### config.mk
export PLATFORM = sky130hd
export DESIGN_NAME = pc_ctrl
export DESIGN_NICKNAME = d
export VERILOG_FILES = /design/src/rtl/pc_ctrl_pkg.sv /design/src/rtl/pc_flush_fsm.sv /design/src/rtl/pc_ctrl.sv
export SDC_FILE = /design/constraint.sdc
export NUM_CORES = 1
export LEC_CHECK = 0
export ABC_AREA = 1
export CAP_MARGIN = 20
export CORE_ASPECT_RATIO = 1.25
export CORE_MARGIN = 2
export CORE_UTILIZATION = 47
export CTS_CLUSTER_SIZE = 25
export DETAILED_ROUTE_END_ITERATION = 16
export GPL_TIMING_DRIVEN = 0
export PLACE_DENSITY_LB_ADDON = 0.05
export SLEW_MARGIN = 20
export SYNTH_ARGS = -nofsm -noshare
export SYNTH_HDL_FRONTEND = slang
export SYNTH_HIERARCHICAL = 1
export SYNTH_SLANG_ARGS = --single-unit
### constraint.sdc
create_clock -name clk -period 3.35 [get_ports clk]
set_clock_uncertainty 0.05 [all_clocks]
set_input_delay 0.67 -clock clk [delete_from_list [all_inputs] [get_ports clk]]
set_output_delay 0.67 -clock clk [all_outputs]
set_load 0.005 [all_outputs]
### src/rtl/pc_ctrl_pkg.sv
// Shared types and constants for the program-counter controller.
// Branch-type encodings, flush FSM states and the branch-condition helper.
package pc_ctrl_pkg;

  typedef enum logic [1:0] {
    BR_NONE = 2'b00,
    BR_BEQ  = 2'b01,
    BR_BNE  = 2'b10,
    BR_JUMP = 2'b11
  } br_type_t;

  typedef enum logic {
    ST_IDLE  = 1'b0,
    ST_FLUSH = 1'b1
  } flush_state_t;

  localparam logic [31:0] PC_STEP = 32'd4;

  // Branch condition only; validity and FSM gating are applied by the caller.
  function automatic logic br_cond(input br_type_t br_type, input logic zero);
    logic cond;
    cond = 1'b0;
    case (br_type)
      BR_BEQ:  cond = zero;
      BR_BNE:  cond = ~zero;
      BR_JUMP: cond = 1'b1;
      default: cond = 1'b0;
    endcase
    return cond;
  endfunction

endpackage

### src/rtl/pc_flush_fsm.sv
// Flush sequencer: after a taken redirect, holds flush_o high for
// flush_cycles_i cycles. The counter runs regardless of pipeline stalls.
module pc_flush_fsm
  import pc_ctrl_pkg::*;
(
  input  logic       clk,
  input  logic       rst_n,
  input  logic       taken_i,
  input  logic [2:0] flush_cycles_i,
  output logic       idle_o,
  output logic       flush_o
);

  flush_state_t state_q, state_d;
  logic [2:0]   cnt_q, cnt_d;

  always_ff @(posedge clk or negedge rst_n) begin
    if (!rst_n) begin
      state_q <= ST_IDLE;
      cnt_q   <= 3'd0;
    end else begin
      state_q <= state_d;
      cnt_q   <= cnt_d;
    end
  end

  always_comb begin
    state_d = state_q;
    cnt_d   = cnt_q;
    case (state_q)
      ST_IDLE: begin
        if (taken_i) begin
          state_d = ST_FLUSH;
          cnt_d   = flush_cycles_i - 3'd1;
        end
      end
      ST_FLUSH: begin
        // cnt holds the number of flush cycles remaining after this one.
        if (cnt_q == 3'd0) begin
          state_d = ST_IDLE;
        end else begin
          cnt_d = cnt_q - 3'd1;
        end
      end
      default: begin
        state_d = ST_IDLE;
        cnt_d   = 3'd0;
      end
    endcase
  end

  assign idle_o  = (state_q == ST_IDLE);
  assign flush_o = (state_q == ST_FLUSH);

endmodule

### src/rtl/pc_ctrl.sv
// Program-counter controller: owns the PC, resolves branch/jump outcomes,
// drives the PC-source select and starts a fixed-length flush on redirects.
module pc_ctrl
  import pc_ctrl_pkg::*;
#(
  parameter logic [31:0] RESET_PC     = 32'h0000_0000,
  parameter int unsigned FLUSH_CYCLES = 2
) (
  input  logic        clk,
  input  logic        rst_n,
  input  logic        stall_i,
  input  logic        br_valid_i,
  input  logic [1:0]  br_type_i,
  input  logic        zero_i,
  input  logic [31:0] br_target_i,
  output logic [31:0] pc_o,
  output logic [31:0] pc_plus4_o,
  output logic        pc_src_o,
  output logic [31:0] next_pc_o,
  output logic        flush_o,
  output logic        misalign_o
);

  localparam logic [2:0] FLUSH_LEN = 3'(FLUSH_CYCLES);

  logic [31:0] pc_q, pc_d;
  logic        misalign_q, misalign_d;
  logic [31:0] pc_plus4;
  logic [31:0] next_pc;
  logic        taken;
  logic        fsm_idle;
  logic        fsm_flush;

  pc_flush_fsm u_flush_fsm (
    .clk           (clk),
    .rst_n         (rst_n),
    .taken_i       (taken),
    .flush_cycles_i(FLUSH_LEN),
    .idle_o        (fsm_idle),
    .flush_o       (fsm_flush)
  );

  // Instructions presented while flushing are squashed, so they never redirect.
  always_comb begin
    taken    = br_valid_i & fsm_idle & br_cond(br_type_t'(br_type_i), zero_i);
    pc_plus4 = pc_q + PC_STEP;
    next_pc  = taken ? {br_target_i[31:2], 2'b00} : pc_plus4;
  end

  always_comb begin
    pc_d       = pc_q;
    misalign_d = 1'b0;
    if (taken) begin
      pc_d       = next_pc;
      misalign_d = |br_target_i[1:0];
    end else if (!stall_i) begin
      pc_d = pc_plus4;
    end
  end

  always_ff @(posedge clk or negedge rst_n) begin
    if (!rst_n) begin
      pc_q       <= RESET_PC;
      misalign_q <= 1'b0;
    end else begin
      pc_q       <= pc_d;
      misalign_q <= misalign_d;
    end
  end

  assign pc_o       = pc_q;
  assign pc_plus4_o = pc_plus4;
  assign pc_src_o   = taken;
  assign next_pc_o  = next_pc;
  assign flush_o    = fsm_flush;
  assign misalign_o = misalign_q;

endmodule

==> impl_metrics.csv, run 1 <==
group,metric,value,unit
cts,cts-root-buf,"clkbuf_8",
yosys,yosysWarnings,6,
pwr,p_total,0.00403,W
routing,routed_wl,10.4,mm
yosys,synth_cell_types,30,
global_routing,gr-total-overflow,0,
routing,first_iter_violations,153,
sta,rsz0062_at_grt,"true",
yosys,ys_top_cells_by_area,"dfrtp_1, nand2_1, nand3_1",
sta,drv_slew,0,
yosys,synth_edf_count,0,
layout,area_delta_synth_final,56.4,%
worst_setup_path,cp_common_cell,"clkdlybuf4s50_1",
layout,multiInputGateArea,1830,um2
floorplan,io_pins,138,
worst_setup_path,critPathRequiredTime,2630,ps
place,gp_congestion,0.902,
worst_setup_path,cp.arrival,2610,ps
floorplan,start_util,48.5,%
yosys,synth_area,3180,um2
cts,cts_buffer_depth,2,
cts,ctsHoldBuffers,0,
sta,min_period,3330,ps
routing,post_drt_wl_per_cell,14.0,um
sta,fin_crit_sh,99.3,%
layout,antenna_cells,0,
worst_setup_path,cp_num_buf_inv,6,
sta,fmax,301,MHz
yosys,ys_ff_latch,37,
sta,hold_viol,0,
outcome,outcome,"complete, no violations",
yosys,synthCells,501,
cts,cts.clk_slew.worst_paths,80,ps
yosys,synth_ff_type,"dfrtp_1",
worst_setup_path,slowest_stage,"clkdlybuf4s50_1",
layout,drive_gt1_share,16.9,%
cts,clk_latency,290,ps
global_routing,grt_max_degree,21,
layout,fillCellCount,534,
floorplan,rows,33,
cts,htree_levels,2,
yosys,avgSynthCellArea,6.35,um2
cts,tritoncts,"built",
global_routing,grt_usage,28.6,%
pwr,peakVddDrop,0.000649,V
yosys,synth_most_common_cell,"nand2_1",
worst_setup_path,crit_chain,"clkdlybuf4s50_1 > inv_1 > o21ai_2 > nand3_4 > buf_6 > buf_2 > o21a_1 > buf_4 > clkdlybuf4s50_1",
worst_setup_path,cp-end-kind,"output port",
flow_run,maxCapViolations,0,
yosys,synth_top_cell_by_area,"dfrtp_1",
pwr,power_leakage,2.48,nW
sta,setup_viol,0,
cts,clock-sinks,37,
floorplan,core,6570,um2
floorplan,die_width,77.6,um
layout,final_nets,698,
worst_setup_path,max_stage_delay,450,ps
global_routing,first_global_vias,3556,
cts,cts_made_buffers,5,
global_routing,grt_pass1_wl,16.6,mm
floorplan,die_h,96.0,um
sta,tns,0,ps
worst_setup_path,worst_path_dominant_cell_family,"buffers and inverters",
place,dp_hpwl,7.96,mm
worst_setup_path,crit_type,"primary input to output port",
routing,via_per_inst,4.87,
routing,drc_errors,0,
yosys,yosys-top-cells-count,"nand2_1, nand3_1, inv_1, nor2_1, dfrtp_1",
pwr,p_per_area,810,nW/um2
place,port_buffers,137,
floorplan,floorplan.die_area,7450,um2
worst_setup_path,start_kind,"primary input",
worst_hold_path,hold_path_class,"primary input to asynchronous set/reset pin",
yosys,async_flop_share,100,%
routing,vias,3631,
global_routing,antenna_found_initial,0,
worst_setup_path,worstPathMaxFanout,10,
yosys,yosysTopAreaCellShare,29.1,%
yosys,ys_seq_area_share,29.1,%
routing,dr.pass1.iters,5,
layout,ff_latch_area,926,um2
routing,ant_nets,0,
==> timing repair <==
| action | in CTS | in global routing |
|---|---|---|
| endpoints found under the setup margin | 28 | 20 |
| setup buffers | 1 | 6 |
| cloned | 2 | 0 |
| pin swaps | 1 | 1 |
| gates resized for setup | 32 | 21 |
==> cells in the final DEF (no fill, tap or decap), types with 3 or more instances in the layout <==
master | synthesis | final
buf_6 | 0 | 7
conb_1 | 2 | 4
and2_1 | 20 | 20
nand2_1 | 168 | 168
o21ai_0 | 11 | 10
inv_1 | 49 | 48
clkbuf_8 | 0 | 8
clkdlybuf4s50_1 | 0 | 117
dlygate4sd2_1 | 0 | 8
nand3_1 | 51 | 45
nand3_2 | 0 | 5
nor2_1 | 45 | 45
dlymetal6s2s_1 | 0 | 9
o211ai_1 | 5 | 5
o21ai_2 | 1 | 4
nor2_2 | 5 | 5
dfrtp_1 | 37 | 37
nand2_2 | 4 | 4
a31oi_1 | 4 | 4
o21ai_1 | 9 | 7
xnor2_1 | 3 | 3
nor2_4 | 4 | 4
xor2_1 | 5 | 5
buf_2 | 9 | 6
or2_2 | 19 | 19
o21a_1 | 5 | 5
buf_4 | 32 | 40
==> state kept, by name, indices dropped and copies added, names as in the netlist <==
name and count:
pc_o 32, u_flush_fsm/cnt_q 3, misalign_o 1, u_flush_fsm/flush_o 1
==> report_power, final <==
part | internal (W) | switching (W) | leakage (nW)
logic | 0.00162 | 0.00109 | 1.97
clock network | 0.000186 | 0.000174 | 0.0542
registers | 0.000643 | 0.000316 | 0.459
==> logic make-up after synthesis <==
group / share of synthesized area (%)
and+or+nand+nor: 44.9
buffers and inverters: 15.3
muxes: 0.315
other: 0.236
adders and majority gates: 0.786
AOI/OAI and AO/OA: 7.08
xor gates and xnor gates: 2.20
DFF: 29.1
==> cell type report <==
cell class | count | area share, %
Timing Repair Buffer | 147 | 29.7
Multi-Input combinational cell | 371 | 36.7
Sequential cell | 37 | 18.6
Tap cell | 87 | 2.19
Clock inverter | 1 | 0.101
Buffer | 45 | 6.89
Clock buffer | 7 | 1.94
Inverter | 50 | 3.82
==> layer usage <==
| metal | vias up | global-route usage [%] | wire length, um |
|---|---|---|---|
| li1 | 1831 | - | - |
| met1 | 1641 | 30.4 | 3910 |
| met2 | 136 | 54.4 | 5490 |
| met3 | 23 | 6.47 | 701 |
| met4 | 0 | 11.9 | 319 |
| met5 | - | 0 | 0 |
==> worst paths after layout <==
kind | from | endpoint | slack, ps | cells past startpoint
worst max-delay path | br_type_i[1] | next_pc_o[16] | 20 | 9
min in group clk | u_flush_fsm/cnt_q[1] | u_flush_fsm/cnt_q[1] | 490 | 2
max in group asynchronous | rst_n | u_flush_fsm/cnt_q[0] | 2490 | 2
worst min-delay path | rst_n | pc_o[22] | 270 | 1
worst min register to register | u_flush_fsm/cnt_q[1] | u_flush_fsm/cnt_q[1] | 490 | 2
worst max register to register | pc_o[3] | pc_o[12] | 1510 | 8
==> through the flow <==
step           area, um2  hold WS [ps]  utilization [%]  cells  setup WS, ps
2_1_floorplan       3190           324                -    503           995
3_3_place_gp        4670           444             71.1    727          -214
3_5_place_dp        4690           471             71.5    728          -224
4_1_cts             4870           282             74.2    739         -60.9
5_1_grt             4980           303             75.8    745         -58.1
6_report            4980           273             75.8    745          22.7
Note: power is estimated with default switching activity, not from simulation.
==> run 2, diff against run 1 <==
==> constraint.sdc (replaced) <==
create_clock -name clk -period 3.91 [get_ports clk]
set_clock_uncertainty 0.05 [all_clocks]
set_input_delay 0.782 -clock clk [delete_from_list [all_inputs] [get_ports clk]]
set_output_delay 0.782 -clock clk [all_outputs]
set_load 0.005 [all_outputs]
==> impl_metrics.csv, run 2 (synthesis results as in run 1) <==
group,metric,value,unit
cts,clk_latency,300,ps
global_routing,grt_max_degree,21,
layout,fillCellCount,561,
sta,min_period,3730,ps
worst_hold_path,hold_path_class,"primary input to asynchronous set/reset pin",
worst_setup_path,crit_chain,"clkdlybuf4s50_1 > o21ai_1 > nand3_1 > buf_2 > buf_2 > nand3_1 > o21a_1 > buf_4 > clkdlybuf4s50_1",
worst_setup_path,worst-r2r-cell-count,9,
layout,largest_reg_flops,32,
routing,first_iter_violations,131,
routing,via_per_inst,4.81,
worst_setup_path,critPathRequiredTime,3080,ps
cts,cts-root-buf,"clkbuf_8",
pwr,internal-power,0.00210,W
pwr,p_per_area,715,nW/um2
global_routing,antenna_found_initial,0,
sta,setup_viol,0,
worst_setup_path,slowest_stage,"clkdlybuf4s50_1",
place,gp_congestion,0.902,
worst_setup_path,worstPathMaxFanout,10,
floorplan,io_pins,138,
place,pre_cts_ws,112,ps
global_routing,gr-total-overflow,0,
pwr,switching_power,0.00132,W
cts,cts.clk_slew.worst_paths,80,ps
routing,post_drt_wl_per_cell,13.4,um
cts,cts_buffer_depth,2,
floorplan,core,6570,um2
floorplan,rows,33,
cts,clock-sinks,37,
pwr,swShare,38.6,%
cts,cts_setup_buffers,0,
worst_setup_path,reg2reg_to,"u_flush_fsm/cnt_q[1]",
layout,area_delta_synth_final,50.5,%
worst_setup_path,max_stage_delay,470,ps
cts,ctsHoldBuffers,0,
global_routing,grt_pass1_wl,16.2,mm
layout,final_nets,688,
worst_setup_path,r2r_start,"u_flush_fsm/flush_o",
worst_setup_path,cp.arrival,2900,ps
worst_setup_path,crit_type,"primary input to output port",
floorplan,start_util,48.5,%
layout,ff_latch_area,926,um2
pwr,clkPwrFrac,9.0,%
place,port_buffers,137,
sta,tns,0,ps
worst_setup_path,r2r_slack,2040,ps
floorplan,die_h,96.0,um
worst_setup_path,cp-end-kind,"output port",
global_routing,first_global_vias,3467,
sta,fin_crit_sh,95.4,%
place,dp_hpwl,7.96,mm
routing,routed_wl,9.86,mm
layout,fin_util,73.0,%
cts,htree_levels,2,
pwr,power_leakage,2.27,nW
cts,cts_made_buffers,5,
routing,ant_nets,0,
sta,fin_ws,181,ps
global_routing,grt_usage,27.7,%
sta,hold_viol,0,
layout,layout.cells.non_filler,735,
layout,antenna_cells,0,
flow_run,maxCapViolations,0,
routing,vias,3539,
routing,dr.pass1.iters,6,
layout,multiInputGateArea,1780,um2
layout,final_cell_mix,"nand2_1, clkdlybuf4s50_1, nand3_1",
worst_setup_path,start_kind,"primary input",
floorplan,die_width,77.6,um
outcome,outcome,"complete, no violations",
sta,drv_slew,0,
pwr,seq_power_share,24.0,%
sta,rsz0062_at_grt,"false",
layout,layout_commonest_cell,"nand2_1",
pwr,pwr-share-comb,67.0,%
sta,fmax,268,MHz
routing,drc_errors,0,
pwr,peakVddDrop,0.000556,V
layout,drive_gt1_share,13.6,%
cts,cts_resized,0,
floorplan,floorplan.die_area,7450,um2
cts,tritoncts,"built",
place,dpl.cell_count,728,
==> run 2: how the worst max path moves through the flow <==
stage	startpoint	to	slack (ps)	cells past startpoint
after global placement	zero_i	next_pc_o[16]	120	8
final	zero_i	next_pc_o[16]	180	9
after floorplan	br_type_i[1]	next_pc_o[21]	1330	7
after CTS	zero_i	next_pc_o[12]	100	8
after global routing	zero_i	next_pc_o[11]	7	10
after detailed placement	zero_i	next_pc_o[12]	110	8
==> run 2: power by group through the flow <==
stage,clock (W),combinational (W),sequential (W)
floorplan,0,0.00109,0.000769
global placement,0,0.00226,0.000813
detailed placement,0,0.00230,0.000820
CTS,0.000312,0.00232,0.000815
global route,0.000327,0.00253,0.000852
finish,0.000306,0.00229,0.000822
==> run 2: layout make-up <==
cell class,instances,share of cell area [%]
multi-input combinational,371,37.1
timing repair buffer,138,29.1
sequential,37,19.3
buffer,44,6.19
inverter,50,3.92
tap,87,2.27
clock buffer,7,2.01
clock inverter,1,0.104
==> run 2: worst max-delay path, delay by kind of cell <==
kind                   cells  cell delay [ps]
buffers and inverters      5             1590
AND/OR/NAND/NOR            2              320
AO/OA/AOI/OAI              2              200
==> run 2: stage by stage <==
stage / power [W] / area [um2] / hold WS (ps)
2_1_floorplan: 0.00186 / 3190 / 424
3_3_place_gp: 0.00307 / 4670 / 444
3_5_place_dp: 0.00312 / 4690 / 471
4_1_cts: 0.00344 / 4790 / 394
5_1_grt: 0.00371 / 4790 / 413
6_report: 0.00342 / 4790 / 385
==> run 2: per-layer routing <==
metal	GRT usage, %	vias to the layer above	wire length, um
met5	0	-	0
met4	9.97	0	175
met3	6.57	12	631
met2	52.1	116	5220
met1	30.2	1602	3830
li1	-	1809	-
==> run 3, diff against run 2 <==
--- a/config.mk
+++ b/config.mk
@@ -6,13 +6,15 @@
 export NUM_CORES = 1
 export LEC_CHECK = 0
 export ABC_AREA = 1
+export ABC_CLOCK_PERIOD_IN_PS = 3910
 export CAP_MARGIN = 20
 export CORE_ASPECT_RATIO = 1.25
 export CORE_MARGIN = 2
 export CORE_UTILIZATION = 47
-export CTS_CLUSTER_SIZE = 25
+export CTS_CLUSTER_SIZE = 30
 export DETAILED_ROUTE_END_ITERATION = 16
 export GPL_TIMING_DRIVEN = 0
+export HOLD_SLACK_MARGIN = 0.02
 export PLACE_DENSITY_LB_ADDON = 0.05
 export SLEW_MARGIN = 20
 export SYNTH_ARGS = -nofsm -noshare
==> results of run 3 <==
No change in the layout: final DEF, timing and power equal those of run 2.
